[src/rtl/bus_bridge_gen_if.sv]
// CPU <-> peripheral bus bundle for bus_bridge_gen.
// slave modport is the bridge's view; master is the CPU/peripheral side.
interface bus_bridge_gen_if #(
  parameter int N_DEV = 6
);
  // CPU data port
  logic                  PrReq;
  logic                  PrWe;
  logic [31:0]           PrAddr;
  logic [31:0]           PrWD;
  logic [31:0]           PrRD;
  logic                  PrReady;
  logic                  PrErr;
  // peripheral side
  logic [N_DEV-1:0]      dev_stb;
  logic                  dev_we;
  logic [31:0]           dev_addr;
  logic [31:0]           dev_wd;
  logic [N_DEV*32-1:0]   dev_rd;
  logic [N_DEV-1:0]      dev_ack;
  logic [N_DEV-1:0]      dev_irq;
  logic [5:0]            HWInt;

  modport slave (
    input  PrReq, PrWe, PrAddr, PrWD, dev_rd, dev_ack, dev_irq,
    output PrRD, PrReady, PrErr, dev_stb, dev_we, dev_addr, dev_wd, HWInt
  );

  modport master (
    output PrReq, PrWe, PrAddr, PrWD, dev_rd, dev_ack, dev_irq,
    input  PrRD, PrReady, PrErr, dev_stb, dev_we, dev_addr, dev_wd, HWInt
  );
endinterface

[src/rtl/bus_bridge_gen.sv]
// bus_bridge_gen: CPU data port to N_DEV memory-mapped peripherals.
// Address decode against base/size windows (lowest slot wins on overlap),
// IDLE/ACCESS/RESP strobe-ack transaction, per-slot interrupt synchronisers.
// Optional: define BRIDGE_TIMEOUT_EN to abort ACCESS after TIMEOUT cycles
// without ack.

// One interrupt line synchroniser, DEPTH flops deep.
module bus_bridge_gen_sync #(
  parameter int DEPTH = 2
) (
  input  logic gclk,
  input  logic grst_n,
  input  logic d_i,
  output logic q_o
);
  logic [DEPTH-1:0] ff_q;

  // shift the async level through the chain
  always_ff @(posedge gclk or negedge grst_n) begin
    if (!grst_n) ff_q <= '0;
    else         ff_q <= (ff_q << 1) | DEPTH'(d_i);
  end

  assign q_o = ff_q[DEPTH-1];
endmodule

module bus_bridge_gen #(
  parameter int                  N_DEV      = 6,
  parameter logic [N_DEV*32-1:0] BASE_ADDRS = {32'h7F40, 32'h7F38, 32'h7F34,
                                               32'h7F2C, 32'h7F10, 32'h7F00},
  parameter logic [N_DEV*32-1:0] ADDR_SIZES = {32'h4, 32'h8, 32'h4,
                                               32'h8, 32'h1C, 32'hC},
  parameter int                  TIMEOUT    = 15,
  parameter int                  IRQ_SYNC   = 2
) (
  input logic              clk,
  input logic              reset,
  bus_bridge_gen_if.slave  bus
);
  if (N_DEV < 1 || N_DEV > 6) begin : g_bad_ndev
    $error("bus_bridge_gen: N_DEV must be 1..6");
  end
  if (IRQ_SYNC < 1 || IRQ_SYNC > 3) begin : g_bad_sync
    $error("bus_bridge_gen: IRQ_SYNC must be 1..3");
  end
  if (TIMEOUT < 1) begin : g_bad_to
    $error("bus_bridge_gen: TIMEOUT must be >= 1");
  end

  typedef enum logic [1:0] {IDLE, ACCESS, RESP} state_e;

  state_e           state_q;
  logic [N_DEV-1:0] stb_q;
  logic             we_q;
  logic [31:0]      addr_q, wd_q, rd_q;
  logic             rdy_q, err_q;

  logic [N_DEV-1:0]      win, sel_d;
  logic [N_DEV:0][31:0]  base_acc, rd_acc;

  // Per-slot window hit (33-bit so BASE+SIZE cannot wrap), selected base
  // and read-data mux as OR chains over the one-hot selects.
  assign base_acc[0] = '0;
  assign rd_acc[0]   = '0;
  for (genvar g = 0; g < N_DEV; g++) begin : g_slot
    localparam logic [32:0] LO = {1'b0, BASE_ADDRS[32*g +: 32]};
    localparam logic [32:0] HI = LO + {1'b0, ADDR_SIZES[32*g +: 32]};
    assign win[g]        = ({1'b0, bus.PrAddr} >= LO) && ({1'b0, bus.PrAddr} < HI);
    assign base_acc[g+1] = base_acc[g] | (sel_d[g] ? BASE_ADDRS[32*g +: 32] : 32'h0);
    assign rd_acc[g+1]   = rd_acc[g]   | (stb_q[g] ? bus.dev_rd[32*g +: 32] : 32'h0);
  end

  // isolate lowest set bit: lowest slot index wins on overlap
  assign sel_d = win & (~win + N_DEV'(1));

`ifdef BRIDGE_TIMEOUT_EN
  localparam int CW = $clog2(TIMEOUT + 1);
  logic [CW-1:0] cnt_q;
`endif

  // transaction FSM, all outputs registered
  always_ff @(posedge clk or negedge reset) begin
    if (!reset) begin
      state_q <= IDLE;
      stb_q   <= '0;
      we_q    <= 1'b0;
      addr_q  <= '0;
      wd_q    <= '0;
      rd_q    <= '0;
      rdy_q   <= 1'b0;
      err_q   <= 1'b0;
`ifdef BRIDGE_TIMEOUT_EN
      cnt_q   <= '0;
`endif
    end else begin
      case (state_q)
        IDLE: begin
          rdy_q <= 1'b0;
          err_q <= 1'b0;
          if (bus.PrReq) begin
            we_q <= bus.PrWe;
            wd_q <= bus.PrWD;
            if (|win) begin
              stb_q   <= sel_d;
              addr_q  <= bus.PrAddr - base_acc[N_DEV];
              state_q <= ACCESS;
`ifdef BRIDGE_TIMEOUT_EN
              cnt_q   <= '0;
`endif
            end else begin
              // miss: error response next cycle; a missed write leaves PrRD alone
              addr_q  <= bus.PrAddr;
              rdy_q   <= 1'b1;
              err_q   <= 1'b1;
              if (!bus.PrWe) rd_q <= 32'hFFFF_FFFF;
              state_q <= RESP;
            end
          end
        end
        ACCESS: begin
          if (|(bus.dev_ack & stb_q)) begin
            rd_q    <= rd_acc[N_DEV];
            stb_q   <= '0;
            rdy_q   <= 1'b1;
            state_q <= RESP;
          end
`ifdef BRIDGE_TIMEOUT_EN
          // counter would reach TIMEOUT on this edge; an ack above wins
          else if (cnt_q == CW'(TIMEOUT - 1)) begin
            rd_q    <= 32'hFFFF_FFFF;
            stb_q   <= '0;
            rdy_q   <= 1'b1;
            err_q   <= 1'b1;
            state_q <= RESP;
          end else begin
            cnt_q   <= cnt_q + CW'(1);
          end
`endif
        end
        RESP: begin
          rdy_q   <= 1'b0;
          err_q   <= 1'b0;
          state_q <= IDLE;
        end
        default: state_q <= IDLE;
      endcase
    end
  end

  assign bus.PrRD     = rd_q;
  assign bus.PrReady  = rdy_q;
  assign bus.PrErr    = err_q;
  assign bus.dev_stb  = stb_q;
  assign bus.dev_we   = we_q;
  assign bus.dev_addr = addr_q;
  assign bus.dev_wd   = wd_q;

  logic [N_DEV-1:0] irq_s;

  for (genvar g = 0; g < N_DEV; g++) begin : g_irq
    bus_bridge_gen_sync #(.DEPTH(IRQ_SYNC)) u_sync (
      .gclk   (clk),
      .grst_n (reset),
      .d_i    (bus.dev_irq[g]),
      .q_o    (irq_s[g])
    );
  end

  assign bus.HWInt = 6'(irq_s);
endmodule

[src/flat_wrapper.sv]
// flat-port wrapper written by rule: the top's interface ports become plain ports
module bus_bridge_gen_flat 
#(
  parameter int                  N_DEV      = 6,
  parameter logic [N_DEV*32-1:0] BASE_ADDRS = {32'h7F40, 32'h7F38, 32'h7F34,
                                               32'h7F2C, 32'h7F10, 32'h7F00},
  parameter logic [N_DEV*32-1:0] ADDR_SIZES = {32'h4, 32'h8, 32'h4,
                                               32'h8, 32'h1C, 32'hC},
  parameter int                  TIMEOUT    = 15,
  parameter int                  IRQ_SYNC   = 2
)
  (clk, reset, bus_PrReq, bus_PrWe, bus_PrAddr, bus_PrWD, bus_dev_rd, bus_dev_ack, bus_dev_irq, bus_PrRD, bus_PrReady, bus_PrErr, bus_dev_stb, bus_dev_we, bus_dev_addr, bus_dev_wd, bus_HWInt);
  bus_bridge_gen_if #(.N_DEV(N_DEV)) bus_i ();
  input logic clk;
  input logic reset;
  input wire logic [$bits(bus_i.PrReq)-1:0] bus_PrReq;
  input wire logic [$bits(bus_i.PrWe)-1:0] bus_PrWe;
  input wire logic [$bits(bus_i.PrAddr)-1:0] bus_PrAddr;
  input wire logic [$bits(bus_i.PrWD)-1:0] bus_PrWD;
  input wire logic [$bits(bus_i.dev_rd)-1:0] bus_dev_rd;
  input wire logic [$bits(bus_i.dev_ack)-1:0] bus_dev_ack;
  input wire logic [$bits(bus_i.dev_irq)-1:0] bus_dev_irq;
  output wire logic [$bits(bus_i.PrRD)-1:0] bus_PrRD;
  output wire logic [$bits(bus_i.PrReady)-1:0] bus_PrReady;
  output wire logic [$bits(bus_i.PrErr)-1:0] bus_PrErr;
  output wire logic [$bits(bus_i.dev_stb)-1:0] bus_dev_stb;
  output wire logic [$bits(bus_i.dev_we)-1:0] bus_dev_we;
  output wire logic [$bits(bus_i.dev_addr)-1:0] bus_dev_addr;
  output wire logic [$bits(bus_i.dev_wd)-1:0] bus_dev_wd;
  output wire logic [$bits(bus_i.HWInt)-1:0] bus_HWInt;
  assign bus_i.PrReq = bus_PrReq;
  assign bus_i.PrWe = bus_PrWe;
  assign bus_i.PrAddr = bus_PrAddr;
  assign bus_i.PrWD = bus_PrWD;
  assign bus_i.dev_rd = bus_dev_rd;
  assign bus_i.dev_ack = bus_dev_ack;
  assign bus_i.dev_irq = bus_dev_irq;
  assign bus_PrRD = bus_i.PrRD;
  assign bus_PrReady = bus_i.PrReady;
  assign bus_PrErr = bus_i.PrErr;
  assign bus_dev_stb = bus_i.dev_stb;
  assign bus_dev_we = bus_i.dev_we;
  assign bus_dev_addr = bus_i.dev_addr;
  assign bus_dev_wd = bus_i.dev_wd;
  assign bus_HWInt = bus_i.HWInt;
  bus_bridge_gen #(.N_DEV(N_DEV), .BASE_ADDRS(BASE_ADDRS), .ADDR_SIZES(ADDR_SIZES), .TIMEOUT(TIMEOUT), .IRQ_SYNC(IRQ_SYNC)) u_core (.clk(clk), .reset(reset), .bus(bus_i));
endmodule
[config.mk]
export PLATFORM = sky130hd
export DESIGN_NAME = bus_bridge_gen_flat
export DESIGN_NICKNAME = d
export VERILOG_FILES = /design/src/rtl/bus_bridge_gen_if.sv /design/src/rtl/bus_bridge_gen.sv /design/src/flat_wrapper.sv
export SDC_FILE = /design/constraint.sdc
export NUM_CORES = 1
export LEC_CHECK = 0
export CAP_MARGIN = 25
export CELL_PAD_IN_SITES_DETAIL_PLACEMENT = 1
export CELL_PAD_IN_SITES_GLOBAL_PLACEMENT = 1
export CORE_AREA = 2 2 150 152
export DETAILED_ROUTE_END_ITERATION = 16
export DIE_AREA = 0 0 152 154
export DONT_BUFFER_PORTS = 1
export PLACE_DENSITY_LB_ADDON = 0.1
export SLEW_MARGIN = 40
export SYNTH_ARGS = -nofsm -noshare
export SYNTH_HDL_FRONTEND = slang
export SYNTH_SLANG_ARGS = --single-unit
[constraint.sdc]
create_clock -name clk -period 2.2 [get_ports clk]
set_input_delay 0.22 -clock clk [delete_from_list [all_inputs] [get_ports clk]]
set_output_delay 0.22 -clock clk [all_outputs]
set_load 0.005 [all_outputs]
==> results.sh, run 1 <==
export IMPL_gp_congestion=0.9038
export IMPL_io_buffer_count=0
export IMPL_postCtsHoldBufs=69
export IMPL_cts_tree="built"
export IMPL_fin_ws_ns=-0.5866
export IMPL_yosys_warnings=0
export IMPL_p_seq_share_pct=41.5
export IMPL_power_frac_clock_pct=35.4
export IMPL_htreeDepth=4
export IMPL_dr_wl_met2_um=14380
export IMPL_wl_um=27910
export IMPL_drive_gt1_share_pct=24.24
export IMPL_hold_path_class="in2async"
export IMPL_final_common_cell="nand2_1"
export IMPL_highest_layer="met5"
export IMPL_cts_buffer_depth=2
export IMPL_p_int_mw=5.394
export IMPL_ir_worst_vdd_v=0.0004038
export IMPL_syn_nets=979
export IMPL_ys_async_sr_fraction_pct=100.0
export IMPL_antenna_found_initial=4
export IMPL_critPathArrivalTime_ns=3.09
export IMPL_dieArea_um2=23410
export IMPL_crit_type="in2reg"
export IMPL_ys_seq_area_share_pct=45.20
export IMPL_cap_violations=0
export IMPL_hold_ws_ns=-0.5060
export IMPL_syn_instance_count=690
export IMPL_drc=0
export IMPL_path_clk_slew_ns=0.06
export IMPL_leakage_nw=3.756
export IMPL_critPathLaunchType="primary input"
export IMPL_n_fill_cell=2446
export IMPL_combPwrFrac_pct=23.0
export IMPL_timing_final_hold_violations=119
export IMPL_worstSkewPairLatency_ns=0.42
export IMPL_rsz0062_at_grt="yes"
export IMPL_wl_met1_um=10210
export IMPL_slew_viol_final=0
export IMPL_layout_common_cells="nand2_1, dfrtp_1, buf_4, dlygate4sd3_1, a22oi_1"
export IMPL_vias=6276
export IMPL_ant_nets=0
export IMPL_synth_cell_types=62
export IMPL_core_area_um2=21690
export IMPL_area_delta_synth_final_pct=35.93
export IMPL_crit_path_end_kind="flop"
export IMPL_fin_tns_setup_ns=-11.74
export IMPL_grt_pass1_wl_um=42350
export IMPL_pin_count=383
export IMPL_path_max_fanout=3
export IMPL_power_density_nw_per_um2=908.6
export IMPL_cp_required_ns=2.51
export IMPL_routed_wl_met3_um=2400
export IMPL_cts_sinks=119
export IMPL_numCtsBuffers=17
export IMPL_yosys_register_bits=119
export IMPL_start_util_pct=30.38
export IMPL_final_setup_viol_count=47
export IMPL_grt_util_all_layers_pct=23.35
export IMPL_rows=54
export IMPL_timing_final_crit_share_pct=126.7
export IMPL_nets=1097
export IMPL_grt_overflow_total=0
export IMPL_power_switching_mw=2.743
export IMPL_synth_ff_type="dfrtp_1"
export IMPL_hpwl_um=20000
export IMPL_root_buffer="clkbuf_16"
export IMPL_fp_dieW_um=152
export IMPL_max_slew_margin_pct=69.68
export IMPL_drt_vias_per_instance=5.685
export IMPL_worstMarginPinSlew_ns=0.4548
export IMPL_avgSynthCellArea_um2=9.549
export IMPL_outcome="complete, but fails checks"
export IMPL_clock_skew_ns=0.007808
export IMPL_post_route_min_period_ns=2.787
export IMPL_switching_share_pct=33.71
export IMPL_grt_max_degree=120
export IMPL_die_h_um=154
export IMPL_max_freq_mhz=358.9
export IMPL_drtIter0Drc=530
export IMPL_violations="hold timing, setup timing"
export IMPL_wire_per_inst_um=25.28
export IMPL_grt_pass1_vias=7100
export IMPL_synth_edf_count=0
export IMPL_syn_cell_area_um2=6589
export IMPL_firstDrtPassIters=8
synth_stat cells, types with 3 or more instances:
cell type / number / share of area, %
nand2_1: 201 / 11
dfrtp_1: 119 / 45
clkbuf_1: 43 / 2.4
a22oi_1: 34 / 3.9
a222oi_1: 33 / 5.0
nand4_1: 33 / 3.1
mux2_4: 30 / 6.8
nor2_1: 21 / 1.2
nand3_1: 18 / 1.4
o21ai_0: 18 / 1.4
ha_1: 16 / 3.0
a21oi_1: 14 / 1.1
nor3_1: 9 / 0.68
a211oi_1: 6 / 0.68
buf_4: 6 / 0.68
inv_1: 6 / 0.34
mux2_2: 5 / 0.85
nor4_1: 5 / 0.47
a21o_1: 4 / 0.46
and3_1: 4 / 0.38
nor3b_1: 4 / 0.46
a22o_1: 3 / 0.40
and2_1: 3 / 0.28
buf_12: 3 / 0.91
mux2i_1: 3 / 0.46
nand2b_1: 3 / 0.28
o21a_1: 3 / 0.34
xnor2_1: 3 / 0.40
per-layer routing:
metal	track usage (%)	up-vias
met5	0	-
met4	10.46	2
met3	8.709	57
met2	40.30	291
met1	25.70	3164
li1	-	2762
worst max-delay path, cell delays in order:
cell and delay (ns):
nor4_4 0.25, buf_4 0.15, and4bb_2 0.24, and2_4 0.15, and3_4 0.19, buf_4 0.11
buf_4 0.10, a221oi_2 0.05, ha_1 0.33, a211o_1 0.33, nand4b_1 0.18, a21boi_2 0.09
or3_1 0.38, a21o_1 0.16, a31o_1 0.16
repair_timing:
action | 4_1_cts | 5_1_grt
resized for setup | 30 | 19
pin swaps | 25 | 18
setup buffers | 7 | 5
endpoints found under the hold margin | 188 | 119
endpoints found under the setup margin | 59 | 60
state kept, by name (all words and copies together), names as in the netlist, 2 cells and up:
signal / cells
u_core.state_q: 2
u_core.bus.dev_stb: 6
u_core.bus.dev_wd: 32
u_core.bus.PrRD: 32
u_core.bus.dev_addr: 32
u_core.g_irq.u_sync.ff_q: 12
stage by stage:
stage	setup WS, ns	instance area (µm²)	std cells	total power [mW]	util, %
3_3_place_gp	-1.092	7386	990	4.986	34.05
2_1_floorplan	-0.8343	6663	690	4.318	-
6_report	-0.5866	8956	1104	8.138	41.29
3_5_place_dp	-1.186	7386	990	5.056	34.05
5_1_grt	-0.6819	8956	1104	8.624	41.29
4_1_cts	-0.6090	8820	1096	8.172	40.67
cell type report:
class | count | area, µm² | share of cell area, %
antenna | 3 | 7.507 | 0.08382
timing repair buffer | 155 | 1475 | 16.47
clock inverter | 14 | 163.9 | 1.830
clock buffer | 18 | 429.2 | 4.792
multi-input combinational | 508 | 3526 | 39.37
tap | 280 | 350.3 | 3.912
inverter | 7 | 26.28 | 0.2934
sequential | 119 | 2978 | 33.25
power by group through the flow:
stage | Sequential (mW) | Combinational (mW) | Clock, mW
floorplan | 3.18 | 1.14 | 0
global placement | 3.42 | 1.57 | 0
detailed placement | 3.41 | 1.65 | 0
CTS | 3.39 | 1.83 | 2.95
global route | 3.45 | 2.11 | 3.07
finish | 3.38 | 1.87 | 2.88
path summary, 6_finish.rpt:
kind,startpoint,endpoint,slack (ns),cells after the start
setup reg to reg,u_core.bus.dev_stb[1],u_core.bus.PrRD[17],-0.06,9
max in group asynchronous,reset,u_core.bus.PrRD[17],2.50,0
hold / removal,reset,u_core.bus.dev_addr[6],-0.51,0
hold reg to reg,u_core.g_irq[2].u_sync.ff_q[0],u_core.g_irq[2].u_sync.ff_q[1],0.35,0
min in group clk,bus_PrAddr[13],u_core.bus.dev_addr[13],0.02,2
setup / recovery,bus_PrAddr[22],u_core.bus.dev_addr[10],-0.59,15
cells by family (layout without fill, tap and decap cells):
kind of cell	Yosys count	after routing	share of synthesized area [%]
compound gates	136	136	16.16
xor+xnor	4	4	0.5318
fa+ha+maj	17	17	3.342
buf+inv	63	194	4.918
flops	119	119	45.20
mux	38	38	8.147
other cells	0	3	0
simple gates	313	313	21.71
No activity file was read; power rests on OpenSTA's default activity.
==> run 2: changes to the inputs <==
Settings changed: CORE_AREA 2 2 150 152 to 2 2 149 151, CTS_BUF_LIST from default to sky130_fd_sc_hd__clkbuf_4 sky130_fd_sc_hd__clkbuf_8, DIE_AREA 0 0 152 154 to 0 0 151 153, SLEW_MARGIN 40 to default.
==> run 2 against run 1 <==
The flow still finishes with violations (hold timing, setup timing). Hold slack worse by 0.031 ns. Via count is 1.4% lower. Sequential power hardly changed. Non-clock buffer count is 9 higher. Critical endpoint unchanged. Largest power group unchanged.
==> results.sh, run 2 (same netlist as run 1, synthesis figures left out) <==
export IMPL_outcome="complete, but fails checks"
export IMPL_violations="hold timing, setup timing"
export IMPL_stdcell_area_um2=8851
export IMPL_final_common_cell="nand2_1"
export IMPL_dpl_instance_area_um2=7353
export IMPL_n_fill_cell=2457
export IMPL_vias=6185
export IMPL_io_buffer_count=0
export IMPL_rows=54
export IMPL_cts_tree="built"
export IMPL_core_area_um2=21490
export IMPL_worstMarginPinSlew_ns=0.5087
export IMPL_hold_ws_ns=-0.5367
export IMPL_antenna_found_initial=1
export IMPL_cts_sinks=119
export IMPL_ant_nets=0
export IMPL_grt_pass1_wl_um=41170
export IMPL_ir_worst_vdd_v=0.0004522
export IMPL_wl_um=27540
export IMPL_grt_pass1_vias=6924
export IMPL_critPathLaunchType="primary input"
export IMPL_power_mw=7.482
export IMPL_drtIter0Drc=450
export IMPL_fin_util_pct=41.20
export IMPL_clock_skew_ns=0.01078
export IMPL_drt_vias_per_instance=5.567
export IMPL_timing_final_hold_violations=119
export IMPL_layout_common_cells="nand2_1, dfrtp_1, buf_4, dlygate4sd3_1, a22oi_1"
export IMPL_gp_congestion=0.8474
export IMPL_postCtsHoldBufs=71
export IMPL_grt_max_degree=120
export IMPL_fin_tns_setup_ns=-10.68
export IMPL_timing_final_crit_share_pct=125.0
export IMPL_slew_viol_final=0
export IMPL_dieArea_um2=23100
export IMPL_leakage_nw=3.721
export IMPL_area_delta_synth_final_pct=34.33
export IMPL_nets=1106
export IMPL_wire_per_inst_um=24.79
export IMPL_drive_gt1_share_pct=25.30
export IMPL_max_freq_mhz=363.5
export IMPL_fp_dieW_um=151
export IMPL_hold_path_class="in2async"
export IMPL_path_clk_slew_ns=0.09
export IMPL_fin_ws_ns=-0.5509
export IMPL_pin_count=383
export IMPL_place_ws_ns=-1.242
export IMPL_path_max_fanout=3
export IMPL_start_util_pct=30.67
export IMPL_firstDrtPassIters=6
export IMPL_final_setup_viol_count=36
export IMPL_root_buffer="clkbuf_8"
export IMPL_post_route_min_period_ns=2.751
export IMPL_rsz0062_at_grt="yes"
export IMPL_cts_buffer_depth=2
export IMPL_critPathArrivalTime_ns=3.09
export IMPL_max_slew_margin_pct=66.09
export IMPL_cp_required_ns=2.54
export IMPL_grt_overflow_total=0
export IMPL_die_h_um=153
export IMPL_numCtsBuffers=17
export IMPL_worstSkewPairLatency_ns=0.44
export IMPL_drc=0
export IMPL_cap_violations=0
export IMPL_power_density_nw_per_um2=845.3
export IMPL_crit_type="in2reg"
export IMPL_hpwl_um=19760
export IMPL_crit_path_end_kind="flop"
export IMPL_grt_util_all_layers_pct=23.49
export IMPL_htreeDepth=4
## run 2: metrics by stage
step / instances / hold WS, ns
3_5_place_dp: 989 / -0.07235
5_1_grt: 1111 / -0.5869
2_1_floorplan: 690 / -0.07559
6_report: 1111 / -0.5367
3_3_place_gp: 989 / -0.07022
4_1_cts: 1105 / -0.5772
## run 2: per-layer routing
layer,wire length (µm),track usage (%),vias up
li1,-,-,2784
met1,9890,25.75,3046
met2,14270,41.90,312
met3,2594,8.030,43
met4,792,8.144,0
met5,0,0,-
## run 2: final timing paths
kind	slack, ns	to	from	depth (start not counted)
setup / recovery	-0.55	u_core.bus.dev_addr[10]	bus_PrAddr[25]	14
max in group asynchronous	2.57	u_core.bus.PrRD[5]	reset	0
hold reg to reg	0.35	u_core.g_irq[4].u_sync.ff_q[1]	u_core.g_irq[4].u_sync.ff_q[0]	0
hold / removal	-0.54	u_core.bus.dev_addr[23]	reset	0
setup reg to reg	-0.01	u_core.bus.PrRD[20]	u_core.bus.dev_stb[1]	9
min in group clk	0.04	u_core.bus.dev_addr[2]	bus_PrAddr[2]	3
## run 2: final cells by class
| cell class | count | area, µm² | share of cell area [%] |
|---|---|---|---|
| antenna | 1 | 2.502 | 0.02827 |
| clock buffer | 19 | 255.2 | 2.884 |
| clock inverter | 13 | 168.9 | 1.908 |
| inverter | 7 | 26.28 | 0.2969 |
| multi-input combinational | 508 | 3530 | 39.88 |
| sequential | 119 | 2978 | 33.64 |
| tap | 280 | 350.3 | 3.958 |
| timing repair buffer | 164 | 1540 | 17.40 |
## run 2: timing repair
action                     4_1_cts  5_1_grt
gates cloned                     2        0
setup endpoints to repair       40       60
pin swaps                       22       16
hold endpoints to repair       190      119
resized for setup               36       20
setup buffers                   13        5
## run 2: where the power goes
| group | total, mW | internal (mW) | switching [mW] |
|---|---|---|---|
| logic | 1.88 | 0.899 | 0.982 |
| registers | 3.40 | 2.79 | 0.606 |
| clock network | 2.20 | 1.18 | 1.02 |
| total | 7.48 | 4.87 | 2.61 |
## run 2: critical path: stages
cell and delay [ns]:
nor4_4 0.29, and4bb_2 0.30, and2_4 0.15, and3_4 0.18, and2_4 0.14, ha_4 0.12, inv_2 0.03, fa_2 0.38
a211o_1 0.28, nand4b_1 0.19, a21boi_2 0.09, or3_1 0.37, a21o_1 0.16, a31o_1 0.17
==> RTL edit, RTL diff (flow settings as in run 1) <==
The 3 states of `state_e` get a one-hot encoding in 3 bits.
--- a/src/rtl/bus_bridge_gen.sv
+++ b/src/rtl/bus_bridge_gen.sv
@@ -47,7 +47,7 @@
     $error("bus_bridge_gen: TIMEOUT must be >= 1");
   end
 
-  typedef enum logic [1:0] {IDLE, ACCESS, RESP} state_e;
+  typedef enum logic [2:0] {IDLE = 3'b001, ACCESS = 3'b010, RESP = 3'b100} state_e;
 
   state_e           state_q;
   logic [N_DEV-1:0] stb_q;
Function: no difference found for any inputs over 4 cycles, from zero or initial values and one cycle with reset low; so few cycles prove little.
==> RTL edit against run 1 <==
The run still ends with negative hold slack, negative setup slack left. Final cell count is 1.3% lower. Cell area fell by 4.5%. Die area is the same. Routed wire length increased by 0.72%. Setup slack worse by 410 ps. Utilization decreased by 1.9 points. Sequential cell count rose by 1. Critical path type unchanged. Register-to-register slack improved by 240 ps. Area after synthesis shrank 4.3%. Count of clock-buffer cells in the layout did not move.
Power is not compared: it rests on default switching activity, and its combinational part moved more than twofold at a synthesized area within 25%.
==> RTL edit: results (changes against run 1) <==
[metrics] 1st-pass router iterations: 4 (-4)
[metrics] fill count: 2436 (-0.41%)
[metrics] synthesized net count: 984 (+0.51%)
[metrics] Routed WL per cell: 25.8 um (+2.0%)
[metrics] Synthesis Warnings: 0 (unchanged)
[metrics] violation count after the first detailed-routing iteration: 243 (-54%)
[metrics] post-route setup TNS: -25020 ps (-13280 ps)
[metrics] via count of the first global-routing pass: 6722 (-5.3%)
[metrics] count of nets after finishing: 1079 (-1.6%)
[metrics] antenna violations before repair: 3 (-1)
[metrics] arrival time worst endpoint: 3530 ps (+440 ps)
[metrics] number of port buffers: 0 (unchanged)
[metrics] Final Setup Violations: 29 (-38%)
[metrics] largest incremental delay on the critical path: 560 ps (+180 ps)
[metrics] cell types with the largest area share after synthesis: sky130_fd_sc_hd__dfrtp_1, sky130_fd_sc_hd__a22oi_1, sky130_fd_sc_hd__nand2_1
[metrics] maximum clock insertion buffer count: 2 (unchanged)
[metrics] wire length of the first global-routing pass: 42300 um (-0.23%)
[metrics] post-CTS clock slew at the launch and capture registers of the worst setup and hold paths: 60 ps (about the same)
[metrics] worst hold path type: input port to async pin
[metrics] Synth top cells by count: sky130_fd_sc_hd__nand2_1, sky130_fd_sc_hd__dfrtp_1, sky130_fd_sc_hd__a22oi_1, sky130_fd_sc_hd__clkbuf_1, sky130_fd_sc_hd__nand3_1
[metrics] most numerous cell in the Yosys netlist: sky130_fd_sc_hd__nand2_1
[metrics] Worst Slack Setup Final: -999 ps (-413 ps)
[metrics] share of final-layout standard cells stronger than drive strength 1: 19.1% (-5.2 points)
[metrics] via total after detailed routing: 6200 (-1.2%)
[metrics] leakage power: 0.00357 uW
[metrics] master of the slowest instance on the critical path: sky130_fd_sc_hd__or4_4
[metrics] dominant register cell in the synthesized netlist: sky130_fd_sc_hd__dfrtp_1
[metrics] sequential share of the synthesized area: 47.6% (+2.4 points)
[metrics] cell chosen for the clock root: sky130_fd_sc_hd__clkbuf_16
[metrics] worst slew pin tran: 475 ps (+20.0 ps)
[metrics] count of hold buffers inserted by post-cts repair: 63 (-8.7%)
[metrics] pin count of the biggest net entering global routing: 121 (+0.83%)
[metrics] gate family responsible for the most delay along the worst path: simple AND/OR/NAND/NOR gates
[metrics] placer's final routability congestion estimate: 0.908 (+0.51%)
[metrics] worst hold slack across all endpoints: -494 ps (+11.8 ps)
[metrics] highest fanout seen on the critical path: 8 (+5)
[metrics] Worst Skew: 10.6 ps (+2.75 ps)
[metrics] Unique masters post-synth: 50 (-19%)
[metrics] overall fraction of global-route tracks in use: 23.5% (+0.098 points)
[metrics] estimated wirelength of the detail-placed design: 20200 um (+0.85%)
[metrics] Hold Fails Final Rpt: 120 (+0.84%)
[metrics] status: finished with violations
[metrics] violated checks: negative hold slack, negative setup slack
## RTL edit: final timing paths
| kind | from | to | slack (ps) | cells after the start |
|---|---|---|---|---|
| worst min register to register | u_core.g_irq[0].u_sync.ff_q[0] | u_core.g_irq[0].u_sync.ff_q[1] | 360 | 0 |
| worst min-delay path | reset | u_core.bus.dev_addr[9] | -490 | 0 |
| worst max-delay path | bus_PrAddr[7] | u_core.bus.dev_addr[28] | -1000 | 15 |
| worst max register to register | u_core.state_q[0] | u_core.bus.PrRD[3] | 180 | 6 |
| min in group clk | bus_PrAddr[24] | u_core.bus.dev_addr[24] | 0 | 2 |
| max in group asynchronous | reset | u_core.bus.dev_addr[2] | 2310 | 0 |
## RTL edit: power groups by stage
| stage | logic (uW) | clock network [uW] | registers, uW |
|---|---|---|---|
| finish | 738 | 2840 | 2770 |
| global placement | 535 | 0 | 2810 |
| floorplan | 419 | 0 | 2690 |
| global route | 839 | 3050 | 2800 |
| CTS | 688 | 2920 | 2770 |
| detailed placement | 564 | 0 | 2810 |
## RTL edit: cells by family (layout without fill, tap and decap cells)
logic type,after synthesis,after routing,synth area share [%]
AO/OA/AOI/OAI,211,211,23.7
other,0,3,0
adder cells (fa/ha/maj),13,13,2.70
AND/OR/NAND/NOR,283,284,20.5
flip-flops,120,120,47.6
XOR/XNOR,7,7,0.972
buffers and inverters,62,169,4.05
multiplexers,3,3,0.476
## RTL edit: cell type report
type / count / area (um^2) / share of cell area (%)
diodes: 3 / 7.51 / 0.0878
clock buffers: 18 / 429 / 5.02
clock inverters: 14 / 160 / 1.87
inverters: 6 / 22.5 / 0.263
multi-input cells: 518 / 3370 / 39.4
flip-flops and latches: 120 / 3000 / 35.1
well taps: 280 / 350 / 4.10
repair buffers: 131 / 1200 / 14.1
## RTL edit: routing by layer
layer / global-route usage [%] / up-vias / wire, um
met1: 27.8 / 3141 / 11000
met3: 7.07 / 40 / 1820
li1: - / 2745 / -
met4: 8.72 / 0 / 688
met2: 40.2 / 274 / 14600
met5: 0 / - / 0
## RTL edit: per-stage QoR
step | std cells | cell area [um^2] | setup slack [ps] | total power, uW
4_1_cts | 1081 | 8320 | -893 | 6380
2_1_floorplan | 699 | 6340 | -1260 | 3100
5_1_grt | 1090 | 8550 | -1130 | 6690
3_5_place_dp | 979 | 6930 | -1490 | 3370
6_report | 1090 | 8550 | -999 | 6350
3_3_place_gp | 979 | 6930 | -1380 | 3340
## RTL edit: timing repair
item                                   in CTS  in global routing
pin swaps                                  17                 16
cloned                                      1                  0
endpoints found under the hold margin     184                120
gates resized for setup                    28                 40
setup buffers                               7                  6
setup endpoints to repair                  67                 67
